**src/rtl/pipe_front_regs_if.sv**
```systemverilog
// Instruction-memory fetch bus between the front end and imem.
// The front end presents the address; imem answers with data and valid.
interface pipe_front_regs_if #(
    parameter int XLEN = 32
);
    logic [XLEN-1:0] imem_addr;
    logic [31:0]     imem_rdata;
    logic            imem_valid;

    modport master (
        output imem_addr,
        input  imem_rdata,
        input  imem_valid
    );

    modport slave (
        input  imem_addr,
        output imem_rdata,
        output imem_valid
    );
endinterface

```
**src/rtl/pipe_front_regs.sv**
```systemverilog
// PC, IF/ID and ID/EX registers of the 5-stage RV32I core.
// Applies hazard stalls/flushes and turns imem wait states into bubbles.
module pipe_front_regs #(
    parameter int             XLEN     = 32,
    parameter logic [XLEN-1:0] RESET_PC = '0,
    parameter logic [31:0]    NOP      = 32'h0000_0013
) (
    input  logic            clk,
    input  logic            rst,
    input  logic            stallF,
    input  logic            stallD,
    input  logic            flushD,
    input  logic            flushE,
    input  logic            pc_sel,
    input  logic [XLEN-1:0] pc_targetE,
    pipe_front_regs_if.master imem,
    output logic [XLEN-1:0] pcF,
    output logic [31:0]     instrD,
    output logic [XLEN-1:0] pcD,
    output logic [XLEN-1:0] pc_plus4D,
    output logic            validD,
    output logic [4:0]      rs1D,
    output logic [4:0]      rs2D,
    output logic [4:0]      rdD,
    input  logic            reg_writeD,
    input  logic            result_selD,
    output logic [4:0]      rs1E,
    output logic [4:0]      rs2E,
    output logic [4:0]      rdE,
    output logic [XLEN-1:0] pcE,
    output logic [XLEN-1:0] pc_plus4E,
    output logic            reg_writeE,
    output logic            result_selE,
    output logic            validE,
    output logic [15:0]     bubble_cnt
);

    typedef struct packed {
        logic [31:0]     instr;
        logic [XLEN-1:0] pc;
        logic [XLEN-1:0] pc4;
        logic            valid;
    } d_t;

    typedef struct packed {
        logic [4:0]      rs1;
        logic [4:0]      rs2;
        logic [4:0]      rd;
        logic [XLEN-1:0] pc;
        logic [XLEN-1:0] pc4;
        logic            reg_write;
        logic            result_sel;
        logic            valid;
    } e_t;

    localparam d_t D_BUBBLE = '{instr: NOP, pc: '0, pc4: '0, valid: 1'b0};

    logic [XLEN-1:0] pc_q, pc_d;
    d_t              d_q, d_d;
    e_t              e_q, e_d;
    logic [15:0]     cnt_q, cnt_d;

    always_comb begin
        pc_d  = pc_q;
        d_d   = d_q;
        e_d   = e_q;
        cnt_d = cnt_q;
        if (rst) begin
            pc_d  = RESET_PC;
            d_d   = D_BUBBLE;
            e_d   = '0;
            cnt_d = '0;
        end else begin
            // A redirect also abandons any fetch still waiting on imem.
            if (pc_sel)
                pc_d = pc_targetE;
            else if (!stallF && imem.imem_valid)
                pc_d = pc_q + XLEN'(4);

            if (flushD)
                d_d = D_BUBBLE;
            else if (stallD)
                d_d = d_q;
            else if (!imem.imem_valid)
                d_d = D_BUBBLE;
            else
                d_d = '{instr: imem.imem_rdata, pc: pc_q,
                        pc4: pc_q + XLEN'(4), valid: 1'b1};

            if (flushE) begin
                e_d = '0;
            end else begin
                e_d.rs1        = d_q.instr[19:15];
                e_d.rs2        = d_q.instr[24:20];
                e_d.rd         = d_q.instr[11:7];
                e_d.pc         = d_q.pc;
                e_d.pc4        = d_q.pc4;
                e_d.reg_write  = reg_writeD & d_q.valid;
                e_d.result_sel = result_selD & d_q.valid;
                e_d.valid      = d_q.valid;
            end

            if (!e_d.valid && cnt_q != 16'hFFFF)
                cnt_d = cnt_q + 16'd1;
        end
    end

    always_ff @(posedge clk) begin
        pc_q  <= pc_d;
        d_q   <= d_d;
        e_q   <= e_d;
        cnt_q <= cnt_d;
    end

    assign imem.imem_addr = pc_q;
    assign pcF            = pc_q;
    assign instrD         = d_q.instr;
    assign pcD            = d_q.pc;
    assign pc_plus4D      = d_q.pc4;
    assign validD         = d_q.valid;
    assign rs1D           = d_q.instr[19:15];
    assign rs2D           = d_q.instr[24:20];
    assign rdD            = d_q.instr[11:7];
    assign rs1E           = e_q.rs1;
    assign rs2E           = e_q.rs2;
    assign rdE            = e_q.rd;
    assign pcE            = e_q.pc;
    assign pc_plus4E      = e_q.pc4;
    assign reg_writeE     = e_q.reg_write;
    assign result_selE    = e_q.result_sel;
    assign validE         = e_q.valid;
    assign bubble_cnt     = cnt_q;

    // ID/EX cannot stall, so a held D slot must be squashed out of E.
    a_stall_needs_flush : assert property (
        @(posedge clk) disable iff (rst)
        (stallD && !pc_sel) |-> flushE
    );

endmodule
```
**src/flat_wrapper.sv**
```systemverilog
// flat-port wrapper written by rule: the top's interface ports become plain ports
module pipe_front_regs_flat 
#(
    parameter int             XLEN     = 32,
    parameter logic [XLEN-1:0] RESET_PC = '0,
    parameter logic [31:0]    NOP      = 32'h0000_0013
)
  (clk, rst, stallF, stallD, flushD, flushE, pc_sel, pc_targetE, pcF, instrD, pcD, pc_plus4D, validD, rs1D, rs2D, rdD, reg_writeD, result_selD, rs1E, rs2E, rdE, pcE, pc_plus4E, reg_writeE, result_selE, validE, bubble_cnt, imem_imem_addr, imem_imem_rdata, imem_imem_valid);
  pipe_front_regs_if #(.XLEN(XLEN)) imem_i ();
  input  logic clk;
  input  logic rst;
  input  logic stallF;
  input  logic stallD;
  input  logic flushD;
  input  logic flushE;
  input  logic pc_sel;
  input  logic [XLEN-1:0] pc_targetE;
  output logic [XLEN-1:0] pcF;
  output logic [31:0] instrD;
  output logic [XLEN-1:0] pcD;
  output logic [XLEN-1:0] pc_plus4D;
  output logic validD;
  output logic [4:0] rs1D;
  output logic [4:0] rs2D;
  output logic [4:0] rdD;
  input  logic reg_writeD;
  input  logic result_selD;
  output logic [4:0] rs1E;
  output logic [4:0] rs2E;
  output logic [4:0] rdE;
  output logic [XLEN-1:0] pcE;
  output logic [XLEN-1:0] pc_plus4E;
  output logic reg_writeE;
  output logic result_selE;
  output logic validE;
  output logic [15:0] bubble_cnt;
  output wire logic [$bits(imem_i.imem_addr)-1:0] imem_imem_addr;
  input wire logic [$bits(imem_i.imem_rdata)-1:0] imem_imem_rdata;
  input wire logic [$bits(imem_i.imem_valid)-1:0] imem_imem_valid;
  assign imem_imem_addr = imem_i.imem_addr;
  assign imem_i.imem_rdata = imem_imem_rdata;
  assign imem_i.imem_valid = imem_imem_valid;
  pipe_front_regs #(.XLEN(XLEN), .RESET_PC(RESET_PC), .NOP(NOP)) u_core (.clk(clk), .rst(rst), .stallF(stallF), .stallD(stallD), .flushD(flushD), .flushE(flushE), .pc_sel(pc_sel), .pc_targetE(pc_targetE), .imem(imem_i), .pcF(pcF), .instrD(instrD), .pcD(pcD), .pc_plus4D(pc_plus4D), .validD(validD), .rs1D(rs1D), .rs2D(rs2D), .rdD(rdD), .reg_writeD(reg_writeD), .result_selD(result_selD), .rs1E(rs1E), .rs2E(rs2E), .rdE(rdE), .pcE(pcE), .pc_plus4E(pc_plus4E), .reg_writeE(reg_writeE), .result_selE(result_selE), .validE(validE), .bubble_cnt(bubble_cnt));
endmodule
```
**config.mk**
```make
export PLATFORM = sky130hd
export DESIGN_NAME = pipe_front_regs_flat
export DESIGN_NICKNAME = d
export VERILOG_FILES = /design/src/rtl/pipe_front_regs_if.sv /design/src/rtl/pipe_front_regs.sv /design/src/flat_wrapper.sv
export SDC_FILE = /design/constraint.sdc
export NUM_CORES = 1
export LEC_CHECK = 0
export BUFFER_PORTS_ARGS = -buffer_cell sky130_fd_sc_hd__buf_2
export CAP_MARGIN = 20
export CORE_ASPECT_RATIO = 0.7
export CORE_MARGIN = 5
export CORE_UTILIZATION = 40
export DETAILED_ROUTE_END_ITERATION = 10
export PLACE_DENSITY = 0.7
export SYNTH_ARGS = -nofsm -noshare
export SYNTH_HDL_FRONTEND = slang
export SYNTH_SLANG_ARGS = --single-unit
```
**constraint.sdc**
```tcl
create_clock -name clk -period 4.8 [get_ports clk]
set_input_delay 0 -clock clk [delete_from_list [all_inputs] [get_ports clk]]
set_output_delay 0 -clock clk [all_outputs]
set_load 0.01 [all_outputs]
```
==> key figures, run 1 <==
Logic synthesis
  • Post-Syn Area: 8540 µm²
  • Asr flop ratio synth: 0%
  • Seq/Total Area, Yosys: 52.3%
  • Synth cell types: 42
  • Seq cells post-synth: 223
  • Post-synth EDFFs: 0
  • Cells after Synth: 911
  • Largest area contributor in the netlist: dfxtp_1
  • Net Count, Synth: 987
  • Ys flop type: dfxtp_1
  • Synth Warn #: 0
  • Syn Area/Cell: 9.37 µm²
  • Most frequent cell after synthesis: dfxtp_1
  • Most common library cells after synthesis: dfxtp_1, nor2_1, and2_1
  • Top cells by area, synth: dfxtp_1, and2_1, a22oi_1
  • Share of the synthesized area in the top cell type: 52.3%

Layout
  • Nets: 1331
  • Area Growth Syn to Fin: 35.7%
  • Layout cells sized above 1: 31.2%

Timing
  • Max Fclk: 359 MHz
  • Number of setup violations in the final report: 0
  • RSZ-0062 raised after global routing: no
  • Final Cycle Share: 58.1%
  • Final setup slack of the worst path: 2010 ps
  • Slew Limit Fails: 0
  • Min Tclk post-route: 2790 ps
  • Clk_skew: 11.6 ps
  • Final hold vios: 0
  • Total negative setup slack: 0 ps
  • Slew headroom: 40.3%
  • Worst-Margin Slew: 891 ps

Critical path
  • Crit path DAT: 3190 ps
  • Critical Path RT: 5200 ps
  • Worst-path fanout max: 13
  • Critical path endpoint category: flip-flop
  • Worst r2r path cells: 5
  • Worst-path cell chain: nand4_2 > nor3_2 > nand4_1 > or3_1 > a311oi_1
  • Crit path launch type: flip-flop
  • Slowest cell on crit path: nor3_2
  • Crit-path max cell delay: 840 ps
  • Worst setup path class: reg2reg

Floorplan
  • Row count: 44
  • # IOs: 348
  • Die ar.: 24400 µm²
  • Die Y: 132 µm
  • Die Width: 185 µm
  • Core Box Area: 20900 µm²
  • Initial core utilization: 40.9%

Clocking
  • Post-CTS Resized: 0
  • Clk pin slew, worst setup/hold paths: 60 ps
  • CTS Sinks: 223
  • Root Driver: clkbuf_16
  • CTS Hold Bufs: 86
  • Maximum buffer depth of the clock tree: 3
  • CTS tree: yes
  • Post-CTS setup buffers: 0
  • CTS H-tree lvls: 1
  • CTS Buf Count: 23
  • Clock Latency Late Sink: 500 ps

Placed design
  • Pre-CTS setup slack: 2110 ps
  • Gpl congestion: 0.836
  • Port bufs: 347
  • DP HPWL: 19800 µm

Routing
  • Total Wirelength: 29200 µm
  • DRC: 0
  • DR vias: 7823
  • Post-DRT Antenna Nets: 0
  • DRT iter0 DRCs: 558
  • DR pass1 iterations: 5
  • Avg WL per Cell: 18.9 µm
  • Vias per inst: 5.06

Job
  • Max cap viols: 0

Pwr
  • Power Density: 340 nW/µm²
  • Peak supply drop: 264 µV
  • Leak: 0.00538 µW

GRT
  • Initial antenna violation count: 1
  • Largest net degree at the start of global routing: 73
  • Vias in the first global route: 7448
  • Most used routing layer: met2
  • Met1 Use GR: 31.4%
  • All-Layer GR Usage: 22.4%
  • Total grt overflow: 0
  • First-pass GRT wire length: 43900 µm
  • GRT met3 Usage: 4.96%
  • Met2 Usage GRT: 35.5%

Run status
  • Outcome: finished clean

Min path
  • HP Class: in2reg
  • Hold-critical path depth: 3
-- worst max-delay path, delay by kind of cell (launching register included) --
kind,cells,cell delay [ps]
AO/OA/AOI/OAI,1,240
AND/OR/NAND/NOR,4,1890
flip-flops,1,560
-- worst paths after layout --
check	from	end	slack, ps
setup / recovery	u_core.imem.imem_addr[5]	u_core.imem.imem_addr[24]	2010
setup reg to reg	u_core.imem.imem_addr[5]	u_core.imem.imem_addr[24]	2010
hold reg to reg	u_core.pc_plus4D[28]	u_core.pc_plus4D[28]	460
hold / removal	pc_sel	u_core.imem.imem_addr[31]	60
-- power by group --
group          internal (µW)  leakage [µW]  switching (µW)
combinational            156       0.00323             184
clock                    940      0.000338             708
sequential              1890       0.00181            65.3
-- placed cells by master (no fill, tap or decap), types with 23 or more instances in the layout --
master	count
nand2_1	49
and2_1	84
a22oi_1	68
dlygate4sd3_1	86
nor2_1	121
nand4_1	24
buf_2	347
xor2_1	45
dfxtp_1	223
clkbuf_16	23
-- metrics by stage --
step | power (µW) | hold slack [ps] | util, % | cells | cell area (µm²)
final | 3940 | 62.0 | 55.5 | 1547 | 11600
after global routing | 4100 | 71.2 | 55.5 | 1545 | 11600
after CTS | 3980 | 21.7 | 55.5 | 1544 | 11600
after detailed placement | 2270 | 226 | 48.1 | 1420 | 10000
after global placement | 2270 | 225 | 48.1 | 1420 | 10000
after floorplan | 2150 | 121 | - | 911 | 8540
-- cell families (layout without fill, tap and decap cells) --
kind of cell	Yosys count	in the layout	synth area share, %
other	0	3	0
and+or+nand+nor	348	348	20.8
muxes	8	8	0.938
DFF	223	223	52.3
buffers and inverters	127	484	8.06
adders and majority gates	2	2	0.293
xor gates and xnor gates	63	63	6.46
AOI/OAI and AO/OA	140	140	11.2
-- routing by layer --
| metal | vias to the layer above | part of all wire, % |
|---|---|---|
| li1 | 3731 | - |
| met4 | 0 | 2.4 |
| met5 | - | 0 |
| met3 | 40 | 8.6 |
| met2 | 344 | 45 |
| met1 | 3708 | 44 |
-- final cells by class --
| cell class | count | area [µm²] |
|---|---|---|
| Antenna cell | 3 | 7.51 |
| Clock buffer | 32 | 649 |
| Clock inverter | 6 | 36.3 |
| Fill cell | 1871 | 9280 |
| Inverter | 4 | 15.0 |
| Multi-Input combinational cell | 561 | 3400 |
| Sequential cell | 223 | 4460 |
| Tap cell | 276 | 345 |
| Timing Repair Buffer | 442 | 2670 |
-- flip-flops by register name, summed over array words and instances (netlist names) --
name and count:
u_core.rs2E 5, u_core.rs1E 5, u_core.pcE 32, u_core.pcD 30, u_core.validE 1, u_core.validD 1
u_core.imem.imem_addr 32, u_core.rdE 5, u_core.reg_writeE 1, u_core.pc_plus4D 32, u_core.result_selE 1, u_core.instrD 32
u_core.pc_plus4E 30, u_core.bubble_cnt 16
Note: power is estimated with default switching activity, not from simulation.
==> run 2, diff against run 1 <==
==> constraint.sdc (replaced) <==
create_clock -name clk -period 2.8 [get_ports clk]
set_input_delay 0 -clock clk [delete_from_list [all_inputs] [get_ports clk]]
set_output_delay 0 -clock clk [all_outputs]
set_load 0.01 [all_outputs]
==> run 2 against run 1 <==
  * Total power grew 79%
  * Wire length shrank 1.0%
  * Die area did not move
  * Critical path type unchanged
  * Largest cell class unchanged
==> key figures, run 2 (synthesized netlist as in run 1, its figures left out) <==
Timing
  • RSZ-0062 raised after global routing: no
  • Clk_skew: 10.3 ps
  • Slew headroom: 43.8%
  • Final hold vios: 0
  • Min Tclk post-route: 2550 ps
  • Max Fclk: 392 MHz
  • Final Cycle Share: 91.0%
  • Number of setup violations in the final report: 0
  • Worst-Margin Slew: 841 ps
  • Slew Limit Fails: 0
  • Total negative setup slack: 0 ps

Floorplan
  • Row count: 44
  • Die Width: 185 µm
  • Die Y: 132 µm
  • # IOs: 348
  • Core Box Area: 20900 µm²
  • Initial core utilization: 40.9%
  • Die ar.: 24400 µm²

Clocking
  • CTS H-tree lvls: 1
  • Post-CTS setup buffers: 0
  • Clk pin slew, worst setup/hold paths: 60 ps
  • Clock Latency Late Sink: 500 ps
  • Root Driver: clkbuf_16
  • CTS Sinks: 223
  • Maximum buffer depth of the clock tree: 3
  • CTS tree: yes
  • CTS Buf Count: 22

Layout
  • Commonest non-fill, non-tap cells in the layout: buf_2, dfxtp_1, nor2_1
  • Commonest non-fill, non-tap cell in the layout: buf_2
  • Area Growth Syn to Fin: 37.4%
  • FILL cells: 1824
  • Layout cells sized above 1: 31.9%
  • Nets: 1341

Routing
  • Vias per inst: 5.04
  • Avg WL per Cell: 18.6 µm
  • Post-DRT Antenna Nets: 0
  • DRT iter0 DRCs: 477
  • DRC: 0
  • DR vias: 7843
  • DR pass1 iterations: 5
  • Total Wirelength: 29000 µm

Min path
  • Hold-critical path depth: 3
  • HP Class: in2reg
  • Hold EP: u_core.pc_plus4D[2]
  • Worst Hold Launch: stallD

Critical path
  • Worst-path fanout max: 7
  • Worst r2r src: u_core.imem.imem_addr[2]
  • Crit path DAT: 2980 ps
  • Crit-path max cell delay: 580 ps
  • Critical Path RT: 3230 ps
  • Critical path endpoint category: flip-flop
  • Worst setup path class: reg2reg
  • R2R Setup Slk: 250 ps
  • Worst r2r path cells: 7
  • Worst-path cell chain: ha_1 > nand3_1 > nor4_2 > nand2_1 > xor2_1 > o31ai_1 > dlygate4sd3_1
  • RR Endpoint: u_core.imem.imem_addr[18]
  • Slowest cell on crit path: dlygate4sd3_1
  • Crit path launch type: flip-flop
  • Setup crit start: u_core.imem.imem_addr[2]

GRT
  • Total grt overflow: 0
  • Vias in the first global route: 7703
  • First-pass GRT wire length: 44100 µm
  • All-Layer GR Usage: 22.4%
  • Largest net degree at the start of global routing: 69
  • Initial antenna violation count: 2

Pwr
  • Leak: 0.00547 µW
  • Pwr Total: 7050 µW
  • Peak supply drop: 340 µV
  • Power Density: 601 nW/µm²

Run status
  • Outcome: finished clean

Placed design
  • Port bufs: 347
  • Gpl congestion: 0.854
  • DP HPWL: 20400 µm

Job
  • Max cap viols: 0
[run 2: what timing repair did]
action / CTS / global route
hold buffers: 85 / 0
hold endpoints to repair: 103 / 0
resized for setup: 0 / 0
[run 2: stage by stage]
| stage | hold WS [ps] | util [%] | instance area, µm² | setup WS, ps | instances |
|---|---|---|---|---|---|
| floorplan | 121 | - | 8540 | 892 | 911 |
| global placement | 229 | 48.5 | 10100 | 677 | 1432 |
| detailed placement | 225 | 48.5 | 10100 | 584 | 1432 |
| CTS | 6.01 | 56.2 | 11700 | 269 | 1554 |
| global route | 59.3 | 56.2 | 11700 | 117 | 1556 |
| finish | 19.9 | 56.2 | 11700 | 251 | 1556 |
[run 2: critical path, delay by kind of cell (launching register included)]
family / cells / cell delay, ps
buffers and inverters: 1 / 580
adder cells (fa/ha/maj): 1 / 300
AO/OA/AOI/OAI: 1 / 190
AND/OR/NAND/NOR: 3 / 780
XOR/XNOR: 1 / 150
flip-flops: 1 / 480
[run 2: layout make-up]
type / count / area (µm²) / area share [%]
antenna: 2 / 5.00 / 0.0427
clock buffer: 28 / 604 / 5.15
clock inverter: 9 / 153 / 1.30
inverter: 4 / 15.0 / 0.128
multi-input combinational: 561 / 3400 / 29.0
sequential: 223 / 4460 / 38.1
tap: 276 / 345 / 2.94
timing repair buffer: 453 / 2750 / 23.4
[run 2: how the worst max path moves through the flow]
stage	end	slack, ps	cells past startpoint
after global placement	u_core.imem.imem_addr[24]	680	7
final	u_core.imem.imem_addr[18]	250	7
after floorplan	u_core.imem.imem_addr[25]	890	6
after CTS	u_core.imem.imem_addr[18]	270	7
after global routing	u_core.imem.imem_addr[18]	120	7
after detailed placement	u_core.imem.imem_addr[24]	580	7
[run 2: where the power goes]
part           internal (µW)  switching, µW
clock                   1890           1220
sequential              3230           96.1
combinational            275            331
total                   5400           1640
[run 2: per-layer routing]
layer	routed length (µm)	part of all wire (%)	track usage [%]
met5	0	0	0
met4	640	2.2	5.34
met3	2390	8.2	5.10
met2	13200	46	36.5
met1	12700	44	30.3
==> run 3, diff against run 2 <==
--- a/config.mk
+++ b/config.mk
@@ -9,9 +9,9 @@
 export CAP_MARGIN = 20
 export CORE_ASPECT_RATIO = 0.7
 export CORE_MARGIN = 5
-export CORE_UTILIZATION = 40
+export CORE_UTILIZATION = 41
 export DETAILED_ROUTE_END_ITERATION = 10
-export PLACE_DENSITY = 0.7
+export PLACE_DENSITY = 0.72
 export SYNTH_ARGS = -nofsm -noshare
 export SYNTH_HDL_FRONTEND = slang
 export SYNTH_SLANG_ARGS = --single-unit
==> run 3 against run 2 <==
  * Setup slack improved by 1.1 ps
  * Non-clock buffer count fell by 3
  * Cell area fell by 0.44%
  * Maximum frequency barely moved
  * Clock power fell by 4%
  * Largest power group unchanged
==> key figures, run 3 (synthesized netlist as in run 1, its figures left out) <==
Critical path
  • Crit path launch type: flip-flop
  • Critical path endpoint category: flip-flop
  • Crit path DAT: 2990 ps
  • R2R Setup Slk: 250 ps
  • Critical Path RT: 3240 ps
  • Worst-path fanout max: 12
  • Worst setup path class: reg2reg

Clocking
  • CTS Buf Count: 22
  • Post-CTS Resized: 0
  • Clk pin slew, worst setup/hold paths: 70 ps
  • CTS Sinks: 223
  • Maximum buffer depth of the clock tree: 3
  • Root Driver: clkbuf_16
  • CTS H-tree lvls: 1
  • Post-CTS setup buffers: 0
  • Clock Latency Late Sink: 500 ps
  • CTS tree: yes
  • CTS Hold Bufs: 83

GRT
  • First-pass GRT wire length: 42300 µm
  • Total grt overflow: 0
  • Vias in the first global route: 7443
  • Initial antenna violation count: 1
  • Largest net degree at the start of global routing: 72
  • All-Layer GR Usage: 22.1%

Timing
  • Clk_skew: 8.70 ps
  • Total negative setup slack: 0 ps
  • Number of setup violations in the final report: 0
  • Max Fclk: 392 MHz
  • Final hold vios: 0
  • Slew Limit Fails: 0
  • WHS: 27.1 ps
  • RSZ-0062 raised after global routing: no
  • Min Tclk post-route: 2550 ps
  • Final Cycle Share: 91.0%
  • Slew headroom: 42.0%
  • Worst-Margin Slew: 870 ps

Floorplan
  • Die Width: 182 µm
  • Core Box Area: 20600 µm²
  • # IOs: 348
  • Initial core utilization: 41.5%
  • Row count: 44
  • Die ar.: 23900 µm²
  • Die Y: 131 µm

Run status
  • Outcome: finished clean

Routing
  • DRC: 0
  • DR pass1 iterations: 5
  • Post-DRT Antenna Nets: 0
  • Vias per inst: 5.00
  • Total Wirelength: 28100 µm
  • Avg WL per Cell: 18.1 µm
  • DR vias: 7771
  • DRT iter0 DRCs: 462

Placed design
  • Gpl congestion: 0.893
  • Total placed cells including tap cells: 1431
  • DP HPWL: 19500 µm
  • Port bufs: 347

Min path
  • HP Class: in2reg

Layout
  • Commonest non-fill, non-tap cell in the layout: buf_2
  • FILL cells: 1828
  • Layout cells sized above 1: 31.9%
  • Commonest non-fill, non-tap cells in the layout: buf_2, dfxtp_1, nor2_1
  • Nets: 1338
  • Area Growth Syn to Fin: 36.8%
  • Non-filler cells, final: 1555

Pwr
  • Leak: 0.00543 µW
  • Power Density: 592 nW/µm²
  • Peak supply drop: 457 µV

Job
  • Max cap viols: 0
[run 3: cell types whose count changed in the layout (fill, tap and decap cells not counted)]
cell	change
clkinv_4	-2
clkinvlp_4	+1
bufinv_16	-2
diode_2	+2
dlygate4sd3_1	-2
buf_4	-1
clkbuf_8	+3
[run 3: critical path, cell delays in order, from the launching register on]
cell	delay (ps)
dfxtp_1	540
nand4_2	380
nor4_2	530
nand2_1	120
xor2_1	150
o31ai_1	190
dlygate4sd3_1	570
[run 3: through the flow]
stage / util, % / total power, µW / cell area [µm²] / setup slack, ps
after floorplan: - / 3690 / 8540 / 892
after global placement: 49.1 / 3890 / 10100 / 711
after detailed placement: 49.1 / 3900 / 10100 / 602
after CTS: 56.7 / 6970 / 11700 / 220
after global routing: 56.7 / 7180 / 11700 / 31.1
final: 56.7 / 6920 / 11700 / 252
[run 3: final timing paths]
check	start	end	cells past startpoint
worst max-delay path	u_core.imem.imem_addr[5]	u_core.imem.imem_addr[18]	6
worst min-delay path	rst	u_core.pcE[4]	3
worst max register to register	u_core.imem.imem_addr[5]	u_core.imem.imem_addr[18]	6
worst min register to register	u_core.pc_plus4D[20]	u_core.pc_plus4D[20]	2
[run 3: report_power, final]
group          total (µW)  switching [µW]  internal, µW
logic                 607             334           274
clock network        2990            1200          1780
registers            3320            89.5          3230
[run 3: cell type report]
type	count	area, µm²	share of cell area (%)
clock inverters	6	82.6	0.707
repair buffers	450	2720	23.3
well taps	276	345	2.96
clock buffers	31	646	5.53
inverters	4	15.0	0.129
diodes	4	10.0	0.0857
multi-input cells	561	3400	29.1
flip-flops and latches	223	4460	38.2
[run 3: per-layer routing]
layer | track usage, % | routed length, µm | vias up
met5 | 0 | 0 | -
met3 | 5.76 | 2290 | 49
met2 | 34.9 | 12500 | 325
li1 | - | - | 3736
met4 | 5.51 | 625 | 0
met1 | 30.5 | 12700 | 3661
